### src/rtl/inst_fetch_unit_pkg.sv
// Shared types and constants for the instruction fetch stage.
package fetch_pkg;

  typedef enum logic [1:0] {
    S_IDLE = 2'd0,
    S_RUN  = 2'd1,
    S_HALT = 2'd2
  } fsm_state_e;

  localparam int INSTR_W = 32;
  localparam int PC_W    = 64;

  localparam logic [INSTR_W-1:0] HALT_INSTR = 32'h0;
  localparam logic [PC_W-1:0]    PC_STEP    = 64'd4;

  // Instructions are 4-byte words; any low address bit set is a bad target.
  function automatic logic is_aligned(input logic [PC_W-1:0] addr);
    return (addr[1:0] == 2'b00);
  endfunction

endpackage

### src/rtl/inst_fetch_unit_if.sv
// Control, memory-load and fetch-result signals of the fetch stage.
interface inst_fetch_unit_if
  import fetch_pkg::*;
#(
  parameter int IMEM_DEPTH = 64
);
  localparam int AW = $clog2(IMEM_DEPTH);

  logic               stall;
  logic               redirect_valid;
  logic [PC_W-1:0]    redirect_pc;
  logic               imem_we;
  logic [AW-1:0]      imem_waddr;
  logic [INSTR_W-1:0] imem_wdata;
  logic [INSTR_W-1:0] instr;
  logic [PC_W-1:0]    pc_out;
  logic               instr_valid;
  logic               halted;
  logic               misalign_err;
  logic [31:0]        fetch_count;

  // Driver side: the pipeline control and memory loader.
  modport master (
    output stall, redirect_valid, redirect_pc, imem_we, imem_waddr, imem_wdata,
    input  instr, pc_out, instr_valid, halted, misalign_err, fetch_count
  );

  // Fetch unit side.
  modport slave (
    input  stall, redirect_valid, redirect_pc, imem_we, imem_waddr, imem_wdata,
    output instr, pc_out, instr_valid, halted, misalign_err, fetch_count
  );

endinterface

### src/rtl/inst_fetch_unit_imem_rom.sv
// Word-addressed 1R1W instruction store: combinational read, synchronous write.
// A same-cycle read and write of one word returns the old contents.
module imem_rom #(
  parameter int DEPTH = 64,
  parameter int WIDTH = 32,
  parameter int AW    = $clog2(DEPTH)
) (
  input  logic             clk,
  input  logic             we_i,
  input  logic [AW-1:0]    waddr_i,
  input  logic [WIDTH-1:0] wdata_i,
  input  logic [AW-1:0]    raddr_i,
  output logic [WIDTH-1:0] rdata_o
);

  logic [WIDTH-1:0] mem_q [DEPTH];

  // Loader write port; contents survive reset.
  always_ff @(posedge clk) begin
    if (we_i) mem_q[waddr_i] <= wdata_i;
  end

  assign rdata_o = mem_q[raddr_i];

endmodule

### src/rtl/inst_fetch_unit.sv
// Instruction fetch stage: PC, instruction store and run/halt FSM.
// Optional macro FETCH_COUNT_EN builds a 32-bit counter of valid fetches;
// without it fetch_count is tied to zero.
module inst_fetch_unit
  import fetch_pkg::*;
#(
  parameter int              IMEM_DEPTH = 64,
  parameter logic [PC_W-1:0] RESET_PC   = 64'h0
) (
  input  logic               clk,
  input  logic               rst,
  inst_fetch_unit_if.slave   bus
);

  localparam int              AW       = $clog2(IMEM_DEPTH);
  localparam logic [PC_W-1:0] PC_LIMIT = PC_W'(IMEM_DEPTH * 4);

  fsm_state_e         state_q;
  logic [PC_W-1:0]    pc_q;
  logic [INSTR_W-1:0] instr_q;
  logic [PC_W-1:0]    pc_out_q;
  logic               instr_valid_q;
  logic               halted_q;
  logic               misalign_err_q;

  logic [INSTR_W-1:0] fetch_word;
  logic               out_of_range;
  logic               fetch_fire;

  imem_rom #(
    .DEPTH (IMEM_DEPTH),
    .WIDTH (INSTR_W),
    .AW    (AW)
  ) u_imem (
    .clk     (clk),
    .we_i    (bus.imem_we),
    .waddr_i (bus.imem_waddr),
    .wdata_i (bus.imem_wdata),
    .raddr_i (pc_q[AW+1:2]),
    .rdata_o (fetch_word)
  );

  // A real fetch happens only in RUN with no redirect, no stall, the PC
  // inside the store and a non-zero word; anything else unstalled halts.
  assign out_of_range = (pc_q >= PC_LIMIT);
  assign fetch_fire   = (state_q == S_RUN) && !bus.redirect_valid && !bus.stall &&
                        !out_of_range && (fetch_word != HALT_INSTR);

  // Run/halt FSM with PC and all fetch outputs registered.
  always_ff @(posedge clk or posedge rst) begin
    if (rst) begin
      state_q        <= S_IDLE;
      pc_q           <= RESET_PC;
      instr_q        <= '0;
      pc_out_q       <= '0;
      instr_valid_q  <= 1'b0;
      halted_q       <= 1'b0;
      misalign_err_q <= 1'b0;
    end else begin
      case (state_q)
        S_IDLE: begin
          instr_valid_q <= 1'b0;
          state_q       <= S_RUN;
        end
        S_RUN: begin
          if (bus.redirect_valid) begin
            instr_valid_q <= 1'b0;
            if (is_aligned(bus.redirect_pc)) begin
              pc_q <= bus.redirect_pc;
            end else begin
              misalign_err_q <= 1'b1;
              halted_q       <= 1'b1;
              state_q        <= S_HALT;
            end
          end else if (!bus.stall) begin
            if (fetch_fire) begin
              instr_q       <= fetch_word;
              pc_out_q      <= pc_q;
              instr_valid_q <= 1'b1;
              pc_q          <= pc_q + PC_STEP;
            end else begin
              instr_valid_q <= 1'b0;
              halted_q      <= 1'b1;
              state_q       <= S_HALT;
            end
          end
        end
        S_HALT: begin
          instr_valid_q <= 1'b0;
          if (bus.redirect_valid) begin
            if (is_aligned(bus.redirect_pc)) begin
              pc_q     <= bus.redirect_pc;
              halted_q <= 1'b0;
              state_q  <= S_RUN;
            end else begin
              misalign_err_q <= 1'b1;
            end
          end
        end
        default: begin
          instr_valid_q <= 1'b0;
          halted_q      <= 1'b0;
          state_q       <= S_IDLE;
        end
      endcase
    end
  end

`ifdef FETCH_COUNT_EN
  logic [31:0] fetch_count_q;

  // Counts every cycle a valid instruction is loaded; wraps naturally.
  always_ff @(posedge clk or posedge rst) begin
    if (rst) fetch_count_q <= '0;
    else if (fetch_fire) fetch_count_q <= fetch_count_q + 32'd1;
  end

  assign bus.fetch_count = fetch_count_q;
`else
  assign bus.fetch_count = 32'h0;
`endif

  assign bus.instr        = instr_q;
  assign bus.pc_out       = pc_out_q;
  assign bus.instr_valid  = instr_valid_q;
  assign bus.halted       = halted_q;
  assign bus.misalign_err = misalign_err_q;

endmodule

### src/flat_wrapper.sv
// flat-port wrapper written by rule: the top's interface ports become plain ports
module inst_fetch_unit_flat import fetch_pkg::*;
#(
  parameter int              IMEM_DEPTH = 64,
  parameter logic [PC_W-1:0] RESET_PC   = 64'h0
)
  (clk, rst, bus_stall, bus_redirect_valid, bus_redirect_pc, bus_imem_we, bus_imem_waddr, bus_imem_wdata, bus_instr, bus_pc_out, bus_instr_valid, bus_halted, bus_misalign_err, bus_fetch_count);
  inst_fetch_unit_if #(.IMEM_DEPTH(IMEM_DEPTH)) bus_i ();
  input  logic clk;
  input  logic rst;
  input wire logic [$bits(bus_i.stall)-1:0] bus_stall;
  input wire logic [$bits(bus_i.redirect_valid)-1:0] bus_redirect_valid;
  input wire logic [$bits(bus_i.redirect_pc)-1:0] bus_redirect_pc;
  input wire logic [$bits(bus_i.imem_we)-1:0] bus_imem_we;
  input wire logic [$bits(bus_i.imem_waddr)-1:0] bus_imem_waddr;
  input wire logic [$bits(bus_i.imem_wdata)-1:0] bus_imem_wdata;
  output wire logic [$bits(bus_i.instr)-1:0] bus_instr;
  output wire logic [$bits(bus_i.pc_out)-1:0] bus_pc_out;
  output wire logic [$bits(bus_i.instr_valid)-1:0] bus_instr_valid;
  output wire logic [$bits(bus_i.halted)-1:0] bus_halted;
  output wire logic [$bits(bus_i.misalign_err)-1:0] bus_misalign_err;
  output wire logic [$bits(bus_i.fetch_count)-1:0] bus_fetch_count;
  assign bus_i.stall = bus_stall;
  assign bus_i.redirect_valid = bus_redirect_valid;
  assign bus_i.redirect_pc = bus_redirect_pc;
  assign bus_i.imem_we = bus_imem_we;
  assign bus_i.imem_waddr = bus_imem_waddr;
  assign bus_i.imem_wdata = bus_imem_wdata;
  assign bus_instr = bus_i.instr;
  assign bus_pc_out = bus_i.pc_out;
  assign bus_instr_valid = bus_i.instr_valid;
  assign bus_halted = bus_i.halted;
  assign bus_misalign_err = bus_i.misalign_err;
  assign bus_fetch_count = bus_i.fetch_count;
  inst_fetch_unit #(.IMEM_DEPTH(IMEM_DEPTH), .RESET_PC(RESET_PC)) u_core (.clk(clk), .rst(rst), .bus(bus_i));
endmodule
### config.mk
export PLATFORM = sky130hd
export DESIGN_NAME = inst_fetch_unit_flat
export DESIGN_NICKNAME = d
export VERILOG_FILES = /design/src/rtl/inst_fetch_unit_pkg.sv /design/src/rtl/inst_fetch_unit_if.sv /design/src/rtl/inst_fetch_unit_imem_rom.sv /design/src/rtl/inst_fetch_unit.sv /design/src/flat_wrapper.sv
export SDC_FILE = /design/constraint.sdc
export NUM_CORES = 2
export LEC_CHECK = 0
export CAP_MARGIN = 20
export CORE_MARGIN = 5
export CORE_UTILIZATION = 60
export DETAILED_ROUTE_END_ITERATION = 8
export GPL_ROUTABILITY_DRIVEN = 0
export PLACE_DENSITY = 0.82
export SLEW_MARGIN = 0
export SYNTH_ARGS = -nofsm -noshare
export SYNTH_HDL_FRONTEND = slang
export SYNTH_SLANG_ARGS = --single-unit
export TNS_END_PERCENT = 50
### constraint.sdc
create_clock -name clk -period 12.7 [get_ports clk]
set_clock_uncertainty 0.05 [all_clocks]
set_input_delay 1.27 -clock clk [delete_from_list [all_inputs] [get_ports clk]]
set_output_delay 1.27 -clock clk [all_outputs]
set_load 0.02 [all_outputs]
==> impl_metrics.toml <==
[outcome]
outcome = "finished clean"

[detailed_routing]
wl_per_cell_um = 39.4
vias = 48900
initialDrtViolationCount = 8594
total_iterations_of_the_first_detailed_routing_run = 7
final_antenna_net_count = 0
detail_route.drc_violations = 0
totalWireLength_um = 256000
avgViaCountPerCell = 7.52

[synthesis]
synth.ff_latch_count = 2213
synth.avg_cell_area_um2 = 20.8
yosys-top-cells-area = "sky130_fd_sc_hd__edfxtp_1 (72%), sky130_fd_sc_hd__mux4_2 (14%), sky130_fd_sc_hd__dfrtp_1 (4.8%)"
synth_largest_type_area_fraction_pct = 71.7
cell_area_synth_um2 = 85700
synth.top_cells.by_count = "sky130_fd_sc_hd__edfxtp_1 (2048), sky130_fd_sc_hd__mux4_2 (514), sky130_fd_sc_hd__a22oi_1 (215)"
proportion_of_synthesized_chip_area_in_sequential_cells_pct = 76.5
yosysMostFrequentCell = "sky130_fd_sc_hd__edfxtp_1"
number_of_distinct_library_cells_after_synthesis = 74
synth_warnings = 0
share_of_flip_flops_with_an_asynchronous_set_or_reset_after_synthesis_pct = 7.46
synth_enable_flop_cells = 2048
postSynth.topFlopCell = "sky130_fd_sc_hd__edfxtp_1"
synth.largest_area_cell = "sky130_fd_sc_hd__edfxtp_1"
syn-instance-count = 4122

[cts]
cts-buffers-inserted = 205
post_cts_hold_buffer_count = 0
htree_num_levels = 4
numClockSinks = 2213
insertion_delay_ps = 850
clk_transition_reported_paths_ps = 60
clk_root_buffer_cell = "sky130_fd_sc_hd__clkbuf_16"
max-clock-path-buffers = 3
post_cts.repair.setup_buffers = 0
tritoncts = "built"
number_of_gates_resized_after_cts = 0

[run]
drv_cap = 0

[hold_path]
worstHoldPathType = "register to register"
min_path_cells = 1
hold_start = "u_core.bus.misalign_err$_DFFE_PP0P_"
terminating_pin_of_the_worst_hold_path = "u_core.bus.misalign_err$_DFFE_PP0P_"

[global_routing]
maximum_number_of_pins_on_one_net_before_global_route_repair = 136
gr-usage-met3_pct = 10.6
grt_antenna_before_repair = 21
global_route.usage.total_pct = 33.2
first_pass_grt_wire_length_um = 355000
met1_usage_pct = 42.6
number_of_global_route_vias_before_repair = 47900
grt-busiest-layer = "met2"
grt_remaining_overflow = 0
gr-usage-met2_pct = 50.5

[floorplanning]
die_x_um = 388
ioPinCount = 238
die_height_um = 388
die_footprint_um2 = 151000
core-area_um2 = 142000
rows = 138
start_util_pct = 60.5

[worst_setup_path]
critical-path-slowest-cell = "sky130_fd_sc_hd__buf_4"
length_in_cells_of_the_worst_reg_to_reg_path = 14
r2r_setup_slack_ps = 5230
most_frequent_cell_on_the_critical_path = "sky130_fd_sc_hd__buf_4"
critical_path_start_type = "register"
timing.critical_path.cells = "buf_4 -> buf_4 -> mux4_2 -> a22oi_1 -> a21oi_1 -> nor4_1 -> nand4_1 -> nor2_1 -> nand3_1 -> o21ai_4 -> a21oi_4 -> buf_4 -> nand2_1 -> a22oi_1"
crit-reg2reg-launch = "u_core.pc_q[3]$_DFFE_PP0P_"
crit-reg2reg-capture = "u_core.pc_q[3]$_DFFE_PP0P_"
timing.critical_path.buf_inv = 3
arrival_ps = 8090
worst-path-max-fanout = 69
critical-path-top-delay-family = "simple AND/OR/NAND/NOR gates"
criticalPathCategory = "register to register"
crit_path_max_incr_delay_ps = 940
cp-startpoint = "u_core.pc_q[3]$_DFFE_PP0P_"
crit_path_end_kind = "register"
timing.critical_path.required_ps = 13320

[timing]
final.period_utilization_pct = 58.8
timing.final.max_slew_violations = 0
final.setup.tns_ps = 0
max_slew.worst_pin.slew_ps = 1150
rsz0062_at_grt = "no"
hold_viol = 0
timing.final.crit_period_ps = 7470
finalSetupViolations = 0
slew-limit-headroom_pct = 23.4
fmax_ghz = 0.134

[power]
power_per_cell_area_nw_per_um2 = 202
maximum_vdd_drop_v = 0.000171
power_leakage_uw = 0.0312

[placed_design]
dp_hpwl_um = 122000
postPlaceCellArea_um2 = 90000
io_buffer_count = 205

[cells_and_area]
flow.area_growth_from_synthesis_pct = 13.7
post-route-cell-area_um2 = 97500
filler_cell_count = 7958
post_route_cells_drive_above_1_share_pct = 24.1
final_nets = 4532
## logic make-up (layout without fill, tap and decap cells)
| logic type | count (synthesis) | in the layout | synth area share, % |
|---|---|---|---|
| and+or+nand+nor | 460 | 460 | 2.76 |
| DFF | 2213 | 2213 | 76.5 |
| AOI/OAI and AO/OA | 588 | 588 | 4.82 |
| adders and majority gates | 5 | 5 | 0.0730 |
| muxes | 546 | 546 | 13.9 |
| other | 1 | 46 | 0.00437 |
| buffers and inverters | 309 | 750 | 1.88 |
## worst max-delay path by stage
stage / end / slack [ps] / depth (start not counted)
finish: u_core.pc_q[3]$_DFFE_PP0P_ / 5230 / 14
global route: u_core.pc_q[3]$_DFFE_PP0P_ / 5030 / 14
CTS: u_core.pc_q[3]$_DFFE_PP0P_ / 5520 / 14
detailed placement: u_core.pc_q[3]$_DFFE_PP0P_ / 5580 / 14
global placement: u_core.pc_q[3]$_DFFE_PP0P_ / 5770 / 14
floorplan: u_core.bus.halted$_DFFE_PP0P_ / 6920 / 1
## report_power, final
part	internal, uW	leakage, uW	switching [uW]	total (uW)
combinational	2050	0.00735	3010	5070
clock	3510	0.00328	2820	6320
sequential	8100	0.0206	211	8310
total	13700	0.0312	6040	19700
## sequential cells by signal, summed over array words and instances, names as in the netlist
register and flops:
u_core.pc_q 64, u_core.bus.instr_valid 1, u_core.state_q 2, u_core.bus.halted 1, u_core.bus.instr 32, u_core.bus.pc_out 64
u_core.u_imem.mem_q 2048, u_core.bus.misalign_err 1
## stage by stage
stage	std cells	hold slack [ps]	setup slack (ps)	utilization (%)	power, uW
CTS	6455	434	5520	68.3	19500
finish	6498	436	5230	68.7	19700
floorplan	4153	421	6920	-	11900
detailed placement	6074	422	5580	63.5	13200
global placement	6074	404	5770	63.5	13100
global route	6487	458	5030	68.7	20200
## area by class of cell
| cell class | count | area, um2 | area share (%) |
|---|---|---|---|
| Inverter | 23 | 91.3 | 0.0937 |
| Multi-Input combinational cell | 1631 | 19200 | 19.7 |
| Clock buffer | 272 | 5520 | 5.67 |
| Clock inverter | 109 | 1270 | 1.31 |
| Sequential cell | 2213 | 65600 | 67.4 |
| Antenna cell | 14 | 35.0 | 0.0359 |
| Timing Repair Buffer | 346 | 3360 | 3.45 |
| Tap cell | 1890 | 2360 | 2.43 |
## layer usage
metal	wire length, um	vias to the layer above	share of wire [%]
li1	-	17900	-
met1	80000	24300	31
met3	38000	1157	15
met2	118000	5430	46
met4	19700	14	7.7
met5	95	-	0.037
## placed cells by master (no fill, tap or decap), types with 10 or more instances in the layout
cell | synthesis | routed
sky130_fd_sc_hd__nor3_1 | 15 | 15
sky130_fd_sc_hd__clkinv_2 | 0 | 24
sky130_fd_sc_hd__edfxtp_1 | 2048 | 2048
sky130_fd_sc_hd__clkbuf_1 | 119 | 54
sky130_fd_sc_hd__a22oi_1 | 215 | 215
sky130_fd_sc_hd__inv_1 | 23 | 22
sky130_fd_sc_hd__clkdlybuf4s50_1 | 0 | 173
sky130_fd_sc_hd__nor4_1 | 52 | 52
sky130_fd_sc_hd__mux2_2 | 20 | 20
sky130_fd_sc_hd__diode_2 | 0 | 14
sky130_fd_sc_hd__nand4_1 | 24 | 24
sky130_fd_sc_hd__and3_1 | 16 | 16
sky130_fd_sc_hd__a221oi_1 | 14 | 14
sky130_fd_sc_hd__dfrtp_1 | 165 | 162
sky130_fd_sc_hd__o31ai_1 | 26 | 26
sky130_fd_sc_hd__o21a_1 | 10 | 10
sky130_fd_sc_hd__o32ai_1 | 24 | 24
sky130_fd_sc_hd__mux4_2 | 514 | 514
sky130_fd_sc_hd__nand3_1 | 42 | 41
sky130_fd_sc_hd__a21oi_1 | 145 | 145
sky130_fd_sc_hd__bufinv_16 | 0 | 21
sky130_fd_sc_hd__clkinv_1 | 0 | 37
sky130_fd_sc_hd__buf_12 | 0 | 31
sky130_fd_sc_hd__buf_4 | 47 | 109
sky130_fd_sc_hd__nor2_4 | 0 | 67
sky130_fd_sc_hd__clkbuf_16 | 0 | 207
sky130_fd_sc_hd__buf_2 | 66 | 32
sky130_fd_sc_hd__nand2_1 | 59 | 58
sky130_fd_sc_hd__a211oi_1 | 10 | 10
sky130_fd_sc_hd__and2_1 | 12 | 11
sky130_fd_sc_hd__a22o_1 | 14 | 14
sky130_fd_sc_hd__nor2b_1 | 61 | 59
sky130_fd_sc_hd__o21ai_0 | 43 | 42
sky130_fd_sc_hd__conb_1 | 1 | 32
sky130_fd_sc_hd__nor2_1 | 138 | 72
sky130_fd_sc_hd__a31oi_1 | 14 | 14
(Power assumes the default switching activity.)
